==> src/rtl/alu_cmd_issuer.sv <==
// Command-side controller for the 4-bit ALU: registers operands and select,
// captures the result one cycle later and returns it over a valid/ready handshake.
module alu_cmd_issuer (
    input  logic       clk,
    input  logic       rst,
    input  logic       cmd_valid,
    output logic       cmd_ready,
    input  logic [2:0] cmd_op,
    input  logic [3:0] cmd_a,
    input  logic [3:0] cmd_b,
    input  logic       cmd_use_acc,
    output logic [3:0] alu_a,
    output logic [3:0] alu_b,
    output logic [2:0] alu_sel,
    input  logic [3:0] alu_out,
    output logic       rsp_valid,
    input  logic       rsp_ready,
    output logic [3:0] rsp_data,
    output logic       rsp_zero,
    output logic       rsp_illegal,
    output logic [3:0] acc,
    output logic [7:0] op_count
);
    localparam logic [1:0] IDLE = 2'd0;
    localparam logic [1:0] EXEC = 2'd1;
    localparam logic [1:0] RESP = 2'd2;

    logic [1:0] state;
    logic       ill_q;

    assign cmd_ready = (state == IDLE);
    assign rsp_valid = (state == RESP);

    always_ff @(posedge clk or posedge rst) begin
        if (rst) begin
            state       <= IDLE;
            ill_q       <= 1'b0;
            alu_a       <= 4'd0;
            alu_b       <= 4'd0;
            alu_sel     <= 3'd0;
            rsp_data    <= 4'd0;
            rsp_zero    <= 1'b0;
            rsp_illegal <= 1'b0;
            acc         <= 4'd0;
            op_count    <= 8'd0;
        end else begin
            case (state)
                IDLE: begin
                    if (cmd_valid) begin
                        alu_a   <= cmd_use_acc ? acc : cmd_a;
                        alu_b   <= cmd_b;
                        alu_sel <= cmd_op;
                        ill_q   <= (cmd_op > 3'd4);
                        state   <= EXEC;
                    end
                end
                EXEC: begin
                    // Illegal ops report a forced zero whatever the ALU drives.
                    rsp_data    <= ill_q ? 4'd0 : alu_out;
                    rsp_zero    <= ill_q | (alu_out == 4'd0);
                    rsp_illegal <= ill_q;
                    state       <= RESP;
                end
                RESP: begin
                    if (rsp_ready) begin
                        if (!rsp_illegal)
                            acc <= rsp_data;
                        op_count <= op_count + 8'd1;
                        state    <= IDLE;
                    end
                end
                default: state <= IDLE;
            endcase
        end
    end
endmodule

==> config.mk <==
export PLATFORM = sky130hd
export DESIGN_NAME = alu_cmd_issuer
export DESIGN_NICKNAME = d
export VERILOG_FILES = /design/src/rtl/alu_cmd_issuer.sv
export SDC_FILE = /design/constraint.sdc
export NUM_CORES = 1
export LEC_CHECK = 0
export ABC_AREA = 0
export CAP_MARGIN = 5
export CORE_MARGIN = 4
export CORE_UTILIZATION = 43
export DETAILED_ROUTE_END_ITERATION = 8
export PLACE_DENSITY_LB_ADDON = 0.12
export SLEW_MARGIN = 10
export SYNTH_ARGS = -nofsm -noshare
export SYNTH_HDL_FRONTEND = slang
export SYNTH_SLANG_ARGS = --single-unit
==> constraint.sdc <==
create_clock -name clk -period 1.6 [get_ports clk]
set_input_delay 0.4 -clock clk [delete_from_list [all_inputs] [get_ports clk]]
set_output_delay 0.4 -clock clk [all_outputs]
set_load 0.1 [all_outputs]
-- Yosys cells after proc, flatten, opt, wreduce, memory -nomap -nowiden
Cells that the tools add are included.
W data, S select, Z words.
- bits in read-only memories: 0
- bits in latches: 0
- logic and storage cells: 29
- bits of input ports: 20
- memories: 0
- output and inout bits: 31
- memory bits (writable): 0
- bits in registers: 32
- eq/ne operators: 4
- $add $sub $neg: 1
- reduce and logical (&&, ||, !) cells: 6
- multiplexer cells: 5
- $mul: 0
- divide/modulo/power cells: 0
- bitwise logic cells: 2
- magnitude comparators: 1
- shifts and indexed selects: 0
- operators by type and width (cell ; count):
    $add A8 B1 Y8 const B ; 1
    $mux W4 ; 2
    $pmux W2 S3 ; 1
    $reduce_and A2 Y1 ; 3
    $logic_not A4 Y1 ; 1
    $mux W2 ; 2
    $gt A3 B3 Y1 const B ; 1
    $reduce_and A3 Y1 ; 1
    $eq A2 B1 Y1 const B ; 1
    $eq A2 B2 Y1 const B ; 1
    $logic_not A2 Y1 ; 1
    $ne A2 B1 Y1 const B ; 1
    $ne A2 B2 Y1 const B ; 1
    $not A1 Y1 ; 1
    $or A1 B1 Y1 ; 1

-- Longest topological paths before layout
- depth in word-level cells: 3
- depth in mapped cells: 4
- depth with buffers taken out: 4

-- Worst setup path before layout
OpenSTA, ideal clock, no wires.
- kind: register to output
- from: register state[1]
- to: output cmd_ready
- arrival time: 1.722 ns
- setup slack: -0.522 ns
- required time: 1.200 ns
- buffers on the path: 0
- cell stages (with the launch flop): 2
- path through: dfrtp_1 > nor2_1
- word-level cells in the longest chain between the ends: 1
- RTL lines (element ; line ; source):
    from (decl) ; 28 ; logic [1:0] state;
    from (signal assigned) ; 36 ; state <= IDLE;
    from (signal assigned) ; 54 ; state <= EXEC;
    from (signal assigned) ; 62 ; state <= RESP;
    $logic_not A2 Y1 ; 31 ; assign cmd_ready = (state == IDLE);
    to (decl) ; 7 ; output logic cmd_ready,
Every way passes these cells.

-- Worst setup path in the final report
- from: register state[0]
- to: output rsp_valid
- word-level cells in the longest chain between the ends: 1
- RTL lines (element ; line ; source):
    $eq A2 B2 Y1 ; 32 ; assign rsp_valid = (state == RESP);
    to (decl) ; 16 ; output logic rsp_valid,
Every way passes these cells.

==> results list <==
- Post-detailed-placement cell area: about 2300 µm²
- XOR/XNOR share of the synthesized area: 0.0448
- Hold timing on the final database bottoms out at a slack of 421 ps.
- Across every metal layer, demand over resource in global routing totals 0.180.
* Clock transition at path regs: around 100 ps
* Cell area after synthesis: 1370 µm²
- Largest cells by area after synthesis: sky130_fd_sc_hd__dfrtp_1 59%, sky130_fd_sc_hd__mux2_2 9.9%, sky130_fd_sc_hd__nand2_1 3.3%
* Depth of the CTS H-tree: 2
- Max-cap viol count: 0
- Sequential element share of the synthesized area: 0.586
- Routability-driven placement finished with a final weighted congestion of 0.718.
* Post-synthesis area per instance: about 13 µm²
- CTS max path bufs: 2
- After synthesis, the largest family of logic cells by area is simple AND/OR/NAND/NOR gates.
- OpenSTA, run right after detailed placement, puts the worst setup slack at -125 ps.
- Cell taking the most area after synthesis: sky130_fd_sc_hd__dfrtp_1
* Share of final-layout standard cells stronger than drive strength 1: 0.451
- Derived from the worst setup path, the maximum achievable clock frequency is roughly 600 MHz.
- Worst-case setup margin in the final layout: -59.7 ps
- In this run the tightest slew margin relative to its limit is 0.737.
- Post-synthesis compound-gate area fraction: 0.0604
- Growth of design area from synthesis to finish: 78.1%
- CP Max Fanout: 2
* Worst Setup End Kind: output port
- Met2 Resource Use GR: 0.340
- Count of inserted antenna diode cells: 0
- Later-pin clock latency in the skew report: 320 ps
* First-iteration detailed-routing DRC count: 40
* Vias in the first global route: approximately 1200
* Clock tree from TritonCTS: yes
- By instance count, the leading cell after synthesis is sky130_fd_sc_hd__dfrtp_1.
- Count of boundary I/O pins: 51
- Synthesis produced a netlist with a net count of 130.
* Share of synthesized flip-flops with an asynchronous set or reset: 1.00
- The routed layout has 1050 vias.
- Setup violations remaining at the end of the flow were counted as 3.
- After synthesis, the most frequently instantiated cells are 32 x sky130_fd_sc_hd__dfrtp_1, 12 x sky130_fd_sc_hd__mux2_2, 12 x sky130_fd_sc_hd__nand2_1, 8 x sky130_fd_sc_hd__nor2_1, 7 x sky130_fd_sc_hd__o21ai_0.
* Worst Path Required: between 1000 and 1500 ps
- After floorplanning, the core was sized to cover between 3000 and 4000 µm².
- Number of failing hold endpoints at the final stage: 0
* Post-detailed-route DRC marker count: 0
- Counting flops with a built-in enable in the synthesized netlist gives 0.
- Number of library cell types mapped by synthesis: 27
- Once detailed placement completed, the half-perimeter wirelength came to 2.49 mm.
- Type of the worst min-delay path: input pin to asynchronous set/reset pin
* Chip width: roughly 64 µm
- The die covers just over 4000 µm².
* Nature of the critical path startpoint: flip-flop
* Routed length per instance: 15.2 µm
* Layer carrying the most global-route usage: met2
- CTS buffer count: 5
* Number of port buffers: 50
- Data on the critical path arrives at its endpoint at between 1000 and 1500 ps.
* Met3 capacity usage during global routing: 0.0650
- Outcome: complete, but fails checks
* Initial antenna violation count: 0
- Adder-cell area share of the yosys netlist: 0.00915
- The max-slew violation count is 0.
- First-pass GRT wire length: around 5.6 mm
* Number of clock sinks seen by CTS: 32
- Number of nets in the final layout: 195
- The floorplan has 20 rows.
- Violated checks: negative setup slack
* Number of filler instances in the final layout: around 210
- Summing all flip-flop and latch instances after layout gives about 810 µm².
* Dominant synthesized flop cell: sky130_fd_sc_hd__dfrtp_1
* Remaining number of nets flagged by the antenna check after routing: 0
* Root Buffer Master: sky130_fd_sc_hd__clkbuf_4
* Met1 track utilization from global routing: 0.175
- After routing the design area is ~2400 µm².
- Between clock sinks in the finished design, the worst skew comes to 7.21 ps.
- Yosys synthesis warning count: 0
- Slew at the pin closest to its max-slew limit: 395 ps
- Counting flops and latches in the post-synthesis netlist gives 32.
* Cell count after synthesis: 109
- Of the post-synthesis cell area, the dominant cell type holds 0.586.
* Final worst path period share: 1.04
- Combined area of the multi-input logic cells: about 540 µm²
- Post-layout minimum cycle time: 1660 ps
- Chip height: 64.4 µm
- Drt total wl: approximately 3.3 mm
- Path type of the worst setup path: flip-flop to output port
- Of the total synthesized cell area, the portion taken by AND, OR, NAND and NOR gates is 0.144.
* Overflow after GRT: 0
* Mux share of post-synthesis cell area: 0.128
- Detailed Routing Iterations Pass 1: 4
* Initial core utilization: 0.448
- Setup repair after global routing could not meet its margin everywhere.
- Detail-routed via count per cell: between 4 and 5
- Entering global routing, the biggest net connects 33 pins.
per-stage QoR:
stage               setup TNS, ps  instances   util
global route                 -477        219  0.798
finish                      -85.7        219  0.798
global placement            -1010        206  0.753
detailed placement          -1330        206  0.753
CTS                         -64.7        217  0.785
floorplan                   -62.1        109      -
worst max-delay path, cell delays in order (launching register included):
cell and delay [ps]:
sky130_fd_sc_hd__dfrtp_2 410, sky130_fd_sc_hd__or2b_1 270, sky130_fd_sc_hd__clkinvlp_4 100, sky130_fd_sc_hd__buf_12 170
sequential cells by signal, indices dropped and copies added (netlist names):
| name | cells |
|---|---|
| alu_sel | 3 |
| acc | 4 |
| state | 2 |
| rsp_zero | 1 |
| alu_b | 4 |
| rsp_illegal | 1 |
| ill_q | 1 |
| rsp_data | 4 |
| op_count | 8 |
| alu_a | 4 |
repair_timing:
item / CTS / global route
endpoints found under the hold margin: 0 / 0
gates resized for setup: 2 / 2
hold buffers: 0 / 0
gates cloned: 0 / 1
endpoints found under the setup margin: 1 / 7
pin swaps: 0 / 1
setup buffers: 3 / 1
layer usage:
| metal | up-vias | part of all wire |
|---|---|---|
| met5 | - | 0 |
| li1 | 502 | - |
| met2 | 34 | 0.59 |
| met1 | 510 | 0.34 |
| met4 | 0 | 0.011 |
| met3 | 4 | 0.060 |
placed cells by master (no fill, tap or decap), types with 2 or more instances in the layout:
| master | Yosys | final |
|---|---|---|
| sky130_fd_sc_hd__inv_1 | 5 | 4 |
| sky130_fd_sc_hd__dfrtp_1 | 32 | 24 |
| sky130_fd_sc_hd__buf_12 | 0 | 33 |
| sky130_fd_sc_hd__o21ai_0 | 7 | 7 |
| sky130_fd_sc_hd__xor2_1 | 4 | 4 |
| sky130_fd_sc_hd__nor3_1 | 2 | 2 |
| sky130_fd_sc_hd__buf_4 | 0 | 7 |
| sky130_fd_sc_hd__clkdlybuf4s50_1 | 0 | 19 |
| sky130_fd_sc_hd__mux2i_1 | 4 | 4 |
| sky130_fd_sc_hd__xnor2_1 | 3 | 3 |
| sky130_fd_sc_hd__clkbuf_4 | 0 | 5 |
| sky130_fd_sc_hd__a21oi_2 | 4 | 4 |
| sky130_fd_sc_hd__clkbuf_8 | 0 | 2 |
| sky130_fd_sc_hd__dfrtp_2 | 0 | 8 |
| sky130_fd_sc_hd__nor2_4 | 1 | 2 |
| sky130_fd_sc_hd__mux2_2 | 12 | 11 |
| sky130_fd_sc_hd__nand2_1 | 12 | 12 |
| sky130_fd_sc_hd__nor2_1 | 8 | 7 |
worst paths after layout:
path	from	end	slack, ps	cells past startpoint
worst max-delay path	state[0]	rsp_valid	-60	3
worst min-delay path	rst	alu_sel[0]	420	3
worst max register to register	state[0]	alu_sel[1]	-10	5
worst min register to register	op_count[5]	op_count[5]	520	1
max in group asynchronous	rst	state[0]	1000	3
min in group clk	op_count[5]	op_count[5]	520	1
kinds of logic (layout without fill, tap and decap cells):
logic type	count (synthesis)	after routing
buffers and inverters	8	74
adder cells (fa/ha/maj)	1	1
XOR/XNOR	7	7
AND/OR/NAND/NOR	32	32
AO/OA/AOI/OAI	13	13
flip-flops	32	32
multiplexers	16	16
final cells by class:
cell class | count | area share
clock buffers | 8 | 0.0282
inverters | 5 | 0.00924
multi-input cells | 69 | 0.221
flip-flops and latches | 32 | 0.333
well taps | 44 | 0.0226
repair buffers | 61 | 0.386
Power is not shown: default switching activity piles up to over one toggle a cycle in this logic, so the estimate is an artifact.
